**config.mk**
```make
export PLATFORM = sky130hd
export DESIGN_NAME = easyaxi_ar_arb_flat
export DESIGN_NICKNAME = d
export VERILOG_FILES = /design/src/rtl/easyaxi_ar_arb_pkg.sv /design/src/rtl/easyaxi_ar_arb_if.sv /design/src/rtl/easyaxi_rr_arb.sv /design/src/rtl/easyaxi_ar_arb.sv /design/src/flat_wrapper.sv
export SDC_FILE = /design/constraint.sdc
export NUM_CORES = 1
export LEC_CHECK = 0
export BUFFER_PORTS_ARGS = -buffer_cell sky130_fd_sc_hd__buf_2
export CORE_UTILIZATION = 42
export CTS_CLUSTER_SIZE = 30
export DETAILED_ROUTE_END_ITERATION = 8
export GPL_TIMING_DRIVEN = 0
export PLACE_DENSITY = 0.81
export SETUP_SLACK_MARGIN = 0.02
export SLEW_MARGIN = 5
export SYNTH_ARGS = -nofsm -noshare
export SYNTH_HDL_FRONTEND = slang
export SYNTH_SLANG_ARGS = --single-unit
```
**constraint.sdc**
```tcl
create_clock -name clk -period 2.2 [get_ports clk]
set_clock_uncertainty 0.05 [all_clocks]
set_input_delay 0 -clock clk [delete_from_list [all_inputs] [get_ports clk]]
set_output_delay 0 -clock clk [all_outputs]
set_load 0.005 [all_outputs]
```
**src/rtl/easyaxi_ar_arb_pkg.sv**
```systemverilog
// Shared widths and payload type for the AR-channel arbiter slice.
// These values mirror the easy_axi defines so the arbiter builds without the Verilog include.
package easyaxi_ar_arb_pkg;

    localparam int AXI_ID_WIDTH    = 4;
    localparam int AXI_ADDR_WIDTH  = 32;
    localparam int AXI_ARB_NUM_MST = 4;

    typedef struct packed {
        logic [AXI_ID_WIDTH-1:0]   id;
        logic [AXI_ADDR_WIDTH-1:0] addr;
    } ar_payload_t;

endpackage

```
**src/rtl/easyaxi_ar_arb_if.sv**
```systemverilog
// AR bundle between NUM_MST upstream requesters and the single downstream AR port.
// The slave modport is the arbiter's view; the master modport drives it.
interface easyaxi_ar_arb_if
    import easyaxi_ar_arb_pkg::*;
#(
    parameter int NUM_MST = AXI_ARB_NUM_MST
);
    localparam int IDX_W = $clog2(NUM_MST);

    logic [NUM_MST-1:0]                s_arvalid;
    logic [NUM_MST-1:0]                s_arready;
    logic [NUM_MST*AXI_ID_WIDTH-1:0]   s_arid;
    logic [NUM_MST*AXI_ADDR_WIDTH-1:0] s_araddr;
    logic                              m_arvalid;
    logic                              m_arready;
    logic [IDX_W+AXI_ID_WIDTH-1:0]     m_arid;
    logic [AXI_ADDR_WIDTH-1:0]         m_araddr;

    modport slave (
        input  s_arvalid, s_arid, s_araddr, m_arready,
        output s_arready, m_arvalid, m_arid, m_araddr
    );

    modport master (
        output s_arvalid, s_arid, s_araddr, m_arready,
        input  s_arready, m_arvalid, m_arid, m_araddr
    );

endinterface

```
**src/rtl/easyaxi_rr_arb.sv**
```systemverilog
// Combinational arbiter: round-robin starting after ptr, or lowest index first
// when EASYAXI_AR_ARB_FIXPRI_EN is defined (ptr is then ignored).
module easyaxi_rr_arb #(
    parameter  int NUM_MST = 4,
    localparam int IDX_W   = $clog2(NUM_MST)
) (
    input  logic [NUM_MST-1:0] req,
    input  logic [IDX_W-1:0]   ptr,
    output logic [NUM_MST-1:0] gnt,
    output logic [IDX_W-1:0]   gnt_idx,
    output logic               gnt_vld
);

`ifdef EASYAXI_AR_ARB_FIXPRI_EN
    always_comb begin
        // NOTE: every output gets a default first so no path leaves it unassigned (no latch).
        gnt_idx = '0;
        gnt_vld = 1'b0;
        for (int k = NUM_MST - 1; k >= 0; k--) begin
            if (req[k]) begin
                gnt_vld = 1'b1;
                gnt_idx = IDX_W'(k);
            end
        end
    end
`else
    logic [IDX_W-1:0] cand;

    always_comb begin
        // NOTE: every output gets a default first so no path leaves it unassigned (no latch).
        gnt_idx = '0;
        gnt_vld = 1'b0;
        cand    = ptr;
        // Explicit wrap keeps cand below NUM_MST even when NUM_MST is not a power of two.
        for (int k = 0; k < NUM_MST; k++) begin
            cand = (cand == IDX_W'(NUM_MST - 1)) ? '0 : cand + 1'b1;
            if (!gnt_vld && req[cand]) begin
                gnt_vld = 1'b1;
                gnt_idx = cand;
            end
        end
    end
`endif

    assign gnt = gnt_vld ? (NUM_MST'(1) << gnt_idx) : '0;

endmodule

```
**src/rtl/easyaxi_ar_arb.sv**
```systemverilog
// AR arbiter: one registered downstream slot fed by the arbitration winner, winner index prefixed on ARID.
// Define EASYAXI_AR_ARB_FIXPRI_EN for fixed priority (no rr_ptr); default is round-robin.
module easyaxi_ar_arb
    import easyaxi_ar_arb_pkg::*;
#(
    parameter  int NUM_MST = AXI_ARB_NUM_MST,
    localparam int IDX_W   = $clog2(NUM_MST)
) (
    input  logic           clk,
    input  logic           rst,
    easyaxi_ar_arb_if.slave bus
);

    logic [NUM_MST-1:0] gnt;
    logic [IDX_W-1:0]   gnt_idx;
    logic [IDX_W-1:0]   arb_ptr;
    logic               gnt_vld;
    logic               slot_free;
    logic               up_hs;
    ar_payload_t        sel;

`ifdef EASYAXI_AR_ARB_FIXPRI_EN
    assign arb_ptr = '0;
`else
    logic [IDX_W-1:0] rr_ptr;

    // Reset value NUM_MST-1 makes requester 0 the first winner.
    always_ff @(posedge clk or posedge rst) begin
        if (rst)        rr_ptr <= IDX_W'(NUM_MST - 1);
        else if (up_hs) rr_ptr <= gnt_idx;
    end

    assign arb_ptr = rr_ptr;
`endif

    easyaxi_rr_arb #(.NUM_MST(NUM_MST)) u_arb (
        .req     (bus.s_arvalid),
        .ptr     (arb_ptr),
        .gnt     (gnt),
        .gnt_idx (gnt_idx),
        .gnt_vld (gnt_vld)
    );

    // The slot can take a new request when empty or when it is emptying this cycle.
    assign slot_free     = ~bus.m_arvalid | bus.m_arready;
    assign up_hs         = slot_free & gnt_vld;
    assign bus.s_arready = slot_free ? gnt : '0;

    always_comb begin
        sel = '0;
        for (int i = 0; i < NUM_MST; i++) begin
            if (gnt_idx == IDX_W'(i)) begin
                sel.id   = bus.s_arid[i*AXI_ID_WIDTH +: AXI_ID_WIDTH];
                sel.addr = bus.s_araddr[i*AXI_ADDR_WIDTH +: AXI_ADDR_WIDTH];
            end
        end
    end

    always_ff @(posedge clk or posedge rst) begin
        // NOTE: state is updated with non-blocking assignments so all registers sample pre-edge values.
        if (rst) begin
            bus.m_arvalid <= 1'b0;
            bus.m_arid    <= '0;
            bus.m_araddr  <= '0;
        end else if (up_hs) begin
            bus.m_arvalid <= 1'b1;
            bus.m_arid    <= {gnt_idx, sel.id};
            bus.m_araddr  <= sel.addr;
        end else if (bus.m_arready) begin
            bus.m_arvalid <= 1'b0;
        end
    end

endmodule
```
**src/flat_wrapper.sv**
```systemverilog
// flat-port wrapper written by rule: the top's interface ports become plain ports
module easyaxi_ar_arb_flat import easyaxi_ar_arb_pkg::*;
#(
    parameter  int NUM_MST = AXI_ARB_NUM_MST,
    localparam int IDX_W   = $clog2(NUM_MST)
)
  (clk, rst, bus_s_arvalid, bus_s_arid, bus_s_araddr, bus_m_arready, bus_s_arready, bus_m_arvalid, bus_m_arid, bus_m_araddr);
  easyaxi_ar_arb_if #(.NUM_MST(NUM_MST)) bus_i ();
  input  logic clk;
  input  logic rst;
  input wire logic [$bits(bus_i.s_arvalid)-1:0] bus_s_arvalid;
  input wire logic [$bits(bus_i.s_arid)-1:0] bus_s_arid;
  input wire logic [$bits(bus_i.s_araddr)-1:0] bus_s_araddr;
  input wire logic [$bits(bus_i.m_arready)-1:0] bus_m_arready;
  output wire logic [$bits(bus_i.s_arready)-1:0] bus_s_arready;
  output wire logic [$bits(bus_i.m_arvalid)-1:0] bus_m_arvalid;
  output wire logic [$bits(bus_i.m_arid)-1:0] bus_m_arid;
  output wire logic [$bits(bus_i.m_araddr)-1:0] bus_m_araddr;
  assign bus_i.s_arvalid = bus_s_arvalid;
  assign bus_i.s_arid = bus_s_arid;
  assign bus_i.s_araddr = bus_s_araddr;
  assign bus_i.m_arready = bus_m_arready;
  assign bus_s_arready = bus_i.s_arready;
  assign bus_m_arvalid = bus_i.m_arvalid;
  assign bus_m_arid = bus_i.m_arid;
  assign bus_m_araddr = bus_i.m_araddr;
  easyaxi_ar_arb #(.NUM_MST(NUM_MST)) u_core (.clk(clk), .rst(rst), .bus(bus_i));
endmodule
```
==> impl_metrics.ini <==
[logic_synthesis]
seq_area_frac_synth_pct = 36.1
syn_inst = 292
synthAdderAreaFrac_pct = 0.440
synth_compound_area_share_pct = 25.8
synth-xor-area-share_pct = 0
yosys_register_bits = 41
synth_edf_count = 0
synth_top_family_by_area = compound AO/OA/AOI/OAI gates
synth_flop_cell = dfrtp_1
yosys_warnings = 0
synth_cell_types = 32
syn_avg_cell_area_um2 = 9.75
synth-simple-area-share_pct = 18.7
synth_fp_nets = 444
synth_area_um2 = 2850
async_flop_share_pct = 100
muxShareOfSynthArea_pct = 12.7

[global_route]
grt.overflow.total = 0
grt_usage_pct = 37.1
antenna_found_initial = 0
grt_max_degree = 24
first_global_vias = 4270
grt_first_pass_wirelength_um = 20500

[clock_network]
ctsRootBufferMaster = clkbuf_8
clock-sinks = 41
h-tree-depth = 2
numCtsBuffers = 5
path_clk_slew_ns = 0.09
clk_path_buf_depth = 2
cts_tree = yes
clk_latency_ns = 0.29

[route]
drc = 10
drt_wl_total_um = 13400
drt_iter0_markers = 239
wire_per_inst_um = 19.5
dr.pass1.iters = 8
num_vias = 3986
ant_nets = 0
vias_per_cell = 5.81

[cells_and_area]
final_cell_count_no_fill = 686
layout-drive-gt1-share_pct = 43.5
final_nets = 760
antenna_cells = 0
nFillCells = 378
synthToLayoutAreaGrowth_pct = 88.5

[timing]
setup_viol = 1
maxSlewViolCount = 0
finalCriticalPeriod_ns = 2.27
rsz0062_at_grt = true
relSlewSlack_pct = 56.8
max_freq_mhz = 441
fin_crit_sh_pct = 103
worst_hold_slack_ns = 0.00104
setup_slack_ns = -0.0651
worst_slew_pin_slew_ns = 0.648
finalHoldViolCount = 0

[setup_path]
r2r-end = u_core.bus.m_araddr[22]$_DFFE_PP0P_
timing.rr.start = u_core.arb_ptr[0]$_DFFE_PP1P_
endpoint = u_core.bus.m_araddr[22]$_DFFE_PP0P_
worstSetupPathType = reg -> reg
cp-end-kind = register
worst-r2r-cell-count = 7
worstPathArrival_ns = 2.36
critPathRequiredTime_ns = 2.30
startpoint_type = register
worstPathMaxFanout = 10
r2r_slack_ns = -0.07
crit_start = u_core.arb_ptr[0]$_DFFE_PP1P_

[die]
start_util_pct = 44.1
die_area_um2 = 7110
die_y_um = 84.3
fp-row-count = 29
die_w_um = 84.3
pin_count = 194
fp.coreArea_um2 = 6460

[placed_design]
io_buffers = 193
pre_cts_ws_ns = -0.117
gp_congestion = 0.825
dp.cells = 563
dp_hpwl_um = 7380

[power_and_ir_drop]
combPwrFrac_pct = 67.3
p_switching_mw = 2.49
clock_power_share_pct = 9.3
p_int_mw = 3.20
p_per_area_nw_per_um2 = 1060
power.leakage_nw = 2.52
power.total_mw = 5.69
ir_drop_v = 0.000609
switching_share_pct = 43.7
p_seq_share_pct = 23.4

[outcome]
status = finished, violations left
violations = design-rule violations, negative setup slack

[job]
maxCapViolations = 0

[worst_hold_path]
min_path_type = in -> reg
critical path, stage by stage, from the launching register on:
cell	delay [ns]
dfstp_2	0.58
ha_2	0.33
a211oi_2	0.23
buf_4	0.17
buf_8	0.16
buf_12	0.16
mux2i_1	0.27
o211ai_1	0.17
sequential cells by signal, indices dropped and copies added, names as in the netlist:
register and count:
u_core.bus.m_arid 6, u_core.bus.m_arvalid 1, u_core.bus.m_araddr 32, u_core.arb_ptr 2
Yosys cell counts, drive strengths merged, types with 2 or more instances:
cell,number,area share [%]
dfrtp,39,34
mux2i,36,13
and2,29,6.5
nand3,29,5.1
a41oi,28,11
o211ai,28,7.4
buf,22,4.7
nand2,13,1.8
a211oi,9,2.5
nand2b,9,2.0
clkbuf,8,1.1
nor3,8,1.4
o41ai,8,2.5
nor2,6,1.1
inv,4,0.53
a21oi,3,0.53
o21ai,3,0.53
a21o,2,0.53
dfstp,2,1.8
timing repair:
| action | CTS | global route |
|---|---|---|
| resized for setup | 15 | 40 |
| setup endpoints to repair | 24 | 39 |
| buffers inserted | 2 | 5 |
| hold endpoints to repair | 52 | 1 |
| pin swaps | 2 | 3 |
| gates cloned | 0 | 0 |
| hold buffers | 108 | 1 |
power groups by stage:
| stage | sequential, mW | clock (mW) | combinational (mW) |
|---|---|---|---|
| after floorplan | 1.33 | 0 | 1.98 |
| after global placement | 1.31 | 0 | 2.96 |
| after detailed placement | 1.32 | 0 | 3.05 |
| after CTS | 1.31 | 0.521 | 3.31 |
| after global routing | 1.37 | 0.564 | 4.05 |
| final | 1.33 | 0.529 | 3.83 |
placed cells by master (no fill, tap or decap), types with 3 or more instances in the layout:
cell type and instances:
a211oi_1 8, a41oi_1 17, a41oi_2 11, and2_1 28, buf_2 200, buf_4 10, buf_6 7, buf_8 4
clkbuf_1 6, clkbuf_8 6, dfrtp_1 39, dlygate4sd3_1 109, inv_1 3, mux2i_1 33, nand2_1 11, nand2b_1 9
nand3_1 28, nor2_1 5, nor3_1 8, o211ai_1 28, o41ai_1 4, o41ai_2 3
metrics by stage:
| stage | TNS, ns | area, um^2 | utilization [%] |
|---|---|---|---|
| after CTS | 0 | 5160 | 79.9 |
| after floorplan | 0 | 2850 | - |
| after detailed placement | -1.61 | 3940 | 60.9 |
| after global routing | -0.173 | 5370 | 83.1 |
| final | -0.0651 | 5370 | 83.1 |
| after global placement | -0.509 | 3910 | 60.5 |
worst min-delay path by stage:
| stage | depth (start not counted) | startpoint | slack, ns | endpoint |
|---|---|---|---|---|
| floorplan | 2 | bus_s_arvalid[1] | 0.06 | u_core.bus.m_arvalid$_DFFE_PP0P_ |
| global placement | 3 | bus_s_araddr[112] | 0.19 | u_core.bus.m_araddr[16]$_DFFE_PP0P_ |
| detailed placement | 2 | rst | -0.02 | u_core.bus.m_araddr[4]$_DFFE_PP0P_ |
| CTS | 3 | bus_s_araddr[23] | 0.0007 | u_core.bus.m_araddr[23]$_DFFE_PP0P_ |
| global route | 3 | bus_s_araddr[17] | 0.01 | u_core.bus.m_araddr[17]$_DFFE_PP0P_ |
| finish | 3 | bus_s_araddr[61] | 0.001 | u_core.bus.m_araddr[29]$_DFFE_PP0P_ |
layer usage:
layer  vias up  GRT usage, %  part of all wire [%]
met5         -             0                     0
met4         0          21.6                   3.6
met3        48          8.36                   8.2
met2       270          67.1                    52
met1      1901          39.7                    36
li1       1767             -                     -
cell families (layout without fill, tap and decap cells):
| family | after synthesis | after routing |
|---|---|---|
| muxes | 36 | 36 |
| buffers and inverters | 34 | 351 |
| and+or+nand+nor | 97 | 97 |
| adders and majority gates | 1 | 1 |
| AOI/OAI and AO/OA | 83 | 83 |
| DFF | 41 | 41 |
area by class of cell:
class	instances	area, um^2	area share, %
multi-input combinational	217	1740	32.4
tap	77	96.3	1.80
clock buffer	8	90.1	1.68
buffer	29	262	4.87
sequential	41	1030	19.2
inverter	4	15.0	0.280
timing repair buffer	310	2140	39.8
Power figures use the tool's default switching activity.
